File: config.mk
export PLATFORM = sky130hd
export DESIGN_NAME = ifetch_ctrl
export DESIGN_NICKNAME = d
export VERILOG_FILES = /design/src/rtl/ifetch_ctrl.sv
export SDC_FILE = /design/constraint.sdc
export NUM_CORES = 1
export LEC_CHECK = 0
export CORE_MARGIN = 2
export CORE_UTILIZATION = 45
export DETAILED_ROUTE_END_ITERATION = 6
export PLACE_DENSITY = 0.84
export SLEW_MARGIN = 5
export SYNTH_ARGS = -nofsm -noshare
export SYNTH_HDL_FRONTEND = slang
export SYNTH_SLANG_ARGS = --single-unit
File: constraint.sdc
create_clock -name CLK -period 4.6 [get_ports CLK]
set_input_delay 1.15 -clock CLK [delete_from_list [all_inputs] [get_ports CLK]]
set_output_delay 1.15 -clock CLK [all_outputs]
set_load 0.02 [all_outputs]
File: src/rtl/ifetch_ctrl.sv
// ifetch_ctrl: instruction-fetch handshake controller.
// Takes the PC's fetch address, runs a single outstanding read on the
// instruction port, and returns a one-cycle ihit with the fetched word.
// Defers to data-side traffic, drops responses made stale by a redirect,
// and traps misaligned fetch addresses in an absorbing fault state.
//
// Ports:
//   CLK, RST     clock, synchronous active-high reset
//   imemaddr     fetch address from PC block
//   fetch_en     pipeline requests a new instruction
//   dbusy        data access pending, blocks launch
//   flush        redirect, outstanding fetch becomes stale
//   halt         blocks new launches only
//   iREN/iaddr   read request to memory (address frozen during request)
//   iwait/iload  memory busy flag / read data
//   ihit/instr   one-cycle valid pulse / last fetched instruction
//   misalign     sticky misaligned-fetch fault
//   fetch_cnt    count of ihit pulses (wrapping)
module ifetch_ctrl #(
   parameter int unsigned WORD_W = 32,
   parameter int unsigned CNT_W  = 32
) (
   input  logic              CLK,
   input  logic              RST,
   input  logic [WORD_W-1:0] imemaddr,
   input  logic              fetch_en,
   input  logic              dbusy,
   input  logic              flush,
   input  logic              halt,
   output logic              iREN,
   output logic [WORD_W-1:0] iaddr,
   input  logic              iwait,
   input  logic [WORD_W-1:0] iload,
   output logic              ihit,
   output logic [WORD_W-1:0] instr,
   output logic              misalign,
   output logic [CNT_W-1:0]  fetch_cnt
);

   typedef enum logic [2:0] {
      S_IDLE    = 3'd0,
      S_REQ     = 3'd1,
      S_DISCARD = 3'd2,
      S_DONE    = 3'd3,
      S_FAULT   = 3'd4
   } state_e;

   state_e            state_q, state_d;
   logic              iren_q, iren_d;
   logic [WORD_W-1:0] iaddr_q, iaddr_d;
   logic              ihit_q, ihit_d;
   logic [WORD_W-1:0] instr_q, instr_d;
   logic              misalign_q, misalign_d;
   logic [CNT_W-1:0]  cnt_q, cnt_d;
   logic              launch_c;

   assign launch_c = fetch_en & ~halt & ~dbusy & ~flush;

   // Next-state and registered-output logic
   always_comb begin
      state_d    = state_q;
      iaddr_d    = iaddr_q;
      instr_d    = instr_q;
      misalign_d = misalign_q;
      cnt_d      = cnt_q;

      case (state_q)
         S_IDLE: begin
            if (launch_c) begin
               if (imemaddr[1:0] == 2'b00) begin
                  iaddr_d = imemaddr;
                  state_d = S_REQ;
               end else begin
                  misalign_d = 1'b1;
                  state_d    = S_FAULT;
               end
            end
         end
         S_REQ: begin
            // Flush wins over a same-cycle completion: that response is dropped.
            if (flush) begin
               state_d = iwait ? S_DISCARD : S_IDLE;
            end else if (!iwait) begin
               instr_d = iload;
               cnt_d   = cnt_q + CNT_W'(1);
               state_d = S_DONE;
            end
         end
         S_DISCARD: begin
            if (!iwait) state_d = S_IDLE;
         end
         S_DONE: begin
            // Forced return to IDLE lets the PC advance before the next launch.
            state_d = S_IDLE;
         end
         S_FAULT: begin
            misalign_d = 1'b1;
         end
         default: begin
            state_d = S_IDLE;
         end
      endcase

      // Outputs are registered from the state being entered.
      iren_d = (state_d == S_REQ) || (state_d == S_DISCARD);
      ihit_d = (state_d == S_DONE);
   end

   // State and output registers
   always_ff @(posedge CLK) begin
      if (RST) begin
         state_q    <= S_IDLE;
         iren_q     <= 1'b0;
         iaddr_q    <= '0;
         ihit_q     <= 1'b0;
         instr_q    <= '0;
         misalign_q <= 1'b0;
         cnt_q      <= '0;
      end else begin
         state_q    <= state_d;
         iren_q     <= iren_d;
         iaddr_q    <= iaddr_d;
         ihit_q     <= ihit_d;
         instr_q    <= instr_d;
         misalign_q <= misalign_d;
         cnt_q      <= cnt_d;
      end
   end

   assign iREN      = iren_q;
   assign iaddr     = iaddr_q;
   assign ihit      = ihit_q;
   assign instr     = instr_q;
   assign misalign  = misalign_q;
   assign fetch_cnt = cnt_q;

endmodule

==> flow_summary.toml <==
[run_status]
status = "finished clean"

[clock_tree]
worstSkewPairLatency_ps = 350
cts_made_buffers = 9
clk_path_buf_depth = 2
cts.clk_slew.worst_paths_ps = 100
clock_sinks = 102
root_buffer = "clkbuf_8"
hold_buffers = 0
post-cts-setup-buffers = 0
cts_tree = "yes"
htreeDepth = 3
ctsResizeCount = 0

[power]
p_int_mw = 1.33
peakVddDrop_v = 0.000190
switching_share = 0.205
clock_power_share = 0.412
p_seq_frac = 0.532
comb_power_share = 0.057
p_leak_nw = 1.90
pwr_density_cell_mw_per_mm2 = 280
switchingPower_uw = 342

[floorplanning]
fp-row-count = 34
dieHeight_um = 98.3
fp.dieArea_mm2 = 0.00967
die_w_um = 98.3
core_area_mm2 = 0.00868
start_util = 0.462
io_pins = 170

[finish]
stdcell_area_mm2 = 0.00595
final_util = 0.686
drive_gt1_frac = 0.0388
fillers = 714
layout.nets = 712
mostFrequentLayoutCell = "clkdlybuf4s50_1"
n_antenna_cell = 0
final_cell_mix = "168 x clkdlybuf4s50_1, 135 x nand2_1, 102 x dfxtp_1, 91 x a21oi_1, 21 x o31ai_1"
areaGrowthSynthToFinish_pct = 48.6

[logic_synthesis]
seq_area_frac_synth = 0.510
synth.distinct_cells = 33
synthArstFlopShare = 0
synth_ff_type = "dfxtp_1"
synth_edf_count = 0
syn_inst = 494
syn_avg_cell_area_um2 = 8.11
ys.warnings.count = 0
synth_nets = 566
synth.cell_area_mm2 = 0.00401
yosys_register_bits = 102

[timing]
fin_hold_ws_ps = 449
tightest_slew_ps = 1140
min_period_ps = 3520
skew_ps = 18.6
rsz0062_at_grt = "no"
finalHoldViolCount = 0
period_share = 0.764
tns_ps = 0
maxSlewHeadroom = 0.237
setup_violations = 0
max_freq_mhz = 284
report.final.slew_viol_count = 0

[worst_setup_path]
timing.rr.end = "fetch_cnt[29]$_SDFFE_PP0P_"
crit_type = "in2reg"
reg2reg_depth = 4
worstReg2RegStart = "fetch_cnt[5]$_SDFFE_PP0P_"
endpoint_kind = "flip-flop"
arrival_ps = 3790
reg2reg_slack_ps = 1730
cp_max_fo = 27
crit_path_start_kind = "input port"
startpoint = "flush"
required_ps = 4870

[min_path]
hold_depth = 2
min_to = "misalign$_SDFFE_PP0P_"
min_from = "misalign$_SDFFE_PP0P_"
hold_path.class = "reg2reg"

[route]
ant_nets = 0
route.detailed.drc = 0
num_vias = 3964
post_drt_via_cell_ratio = 5.26
avgRoutedWirePerCell_um = 14.2
dr.pass1.iters = 4
routed_wl_mm = 10.7
drt_iter0_drc = 161

[global_route]
antenna_found_initial = 0
gr-total-overflow = 0
grt_pass1_vias = 3774
grt_pass1_wl_mm = 17.7
grt_max_degree = 102
grt_util_all_layers = 0.218

[placement]
dp.final_hpwl_mm = 7.47
finalWeightedCongestion = 0.801
numPortBuffers = 169
place_area_mm2 = 0.00570

[flow_run]
maxCapViolations = 0
[flip-flops by register name, indices dropped and copies added, names as in the netlist]
register,cells
ihit,1
instr,32
misalign,1
iaddr,32
state_q,3
fetch_cnt,32
iREN,1
[power by group through the flow]
stage                     clock network [mW]  registers, mW  logic (mW)
after floorplan                            0          0.912      0.0216
after global routing                   0.732          0.888       0.103
final                                  0.687          0.888      0.0947
after CTS                              0.707          0.888      0.0955
after detailed placement                   0          0.908      0.0949
after global placement                     0          0.908      0.0935
[synthesized netlist by cell type (all sizes together), types with 5 or more instances]
master | number | share of area
or4 | 20 | 0.037
nand3 | 13 | 0.016
nor2 | 13 | 0.012
dfxtp | 102 | 0.51
nand4 | 8 | 0.012
buf | 6 | 0.010
o31ai | 21 | 0.039
inv | 9 | 0.0084
clkbuf | 31 | 0.029
xnor2 | 5 | 0.011
nand2 | 135 | 0.13
a21oi | 91 | 0.11
or3 | 6 | 0.011
[metal layers]
layer,vias to the layer above,share of wire,global-route usage
li1,1997,-,-
met1,1829,0.41,0.265
met2,129,0.49,0.363
met3,9,0.083,0.0744
met4,0,0.011,0.0738
met5,-,0,0
[worst max-delay path by stage]
stage / endpoint / slack, ps / cells past startpoint
final: fetch_cnt[23]$_SDFFE_PP0P_ / 1080 / 5
after global routing: fetch_cnt[25]$_SDFFE_PP0P_ / 990 / 5
after CTS: fetch_cnt[23]$_SDFFE_PP0P_ / 1120 / 5
after detailed placement: fetch_cnt[15]$_SDFFE_PP0P_ / 760 / 5
after global placement: fetch_cnt[23]$_SDFFE_PP0P_ / 820 / 5
after floorplan: fetch_cnt[31]$_SDFFE_PP0P_ / 1560 / 7
[cell families (layout without fill, tap and decap cells)]
group                      Yosys count  after routing  synth area share
DFF                                102            102             0.510
adders and majority gates            1              1           0.00312
AOI/OAI and AO/OA                  118            118             0.162
and+or+nand+nor                    219            219             0.259
xor gates and xnor gates             7              7            0.0153
muxes                                1              1           0.00281
buffers and inverters               46            197            0.0475
[layout make-up]
type / count / area, µm² / area share
Multi-Input combinational cell: 346 / 1780 / 0.298
Sequential cell: 102 / 2040 / 0.343
Timing Repair Buffer: 172 / 1710 / 0.288
Tap cell: 108 / 135 / 0.0227
Clock inverter: 6 / 118 / 0.0198
Clock buffer: 10 / 138 / 0.0231
Inverter: 9 / 33.8 / 0.00567
[per-stage QoR]
stage / setup slack [ps] / total power [mW] / instances
global route: 989 / 1.72 / 753
finish: 1080 / 1.67 / 753
global placement: 824 / 1.00 / 737
CTS: 1120 / 1.69 / 753
detailed placement: 759 / 1.00 / 737
floorplan: 1560 / 0.933 / 494
[critical path: stages]
cell and delay, ps:
clkdlybuf4s50_1 500, or4b_1 680, or3_1 710, or4_1 580
a21oi_1 150
No activity file was read; power rests on OpenSTA's default activity.
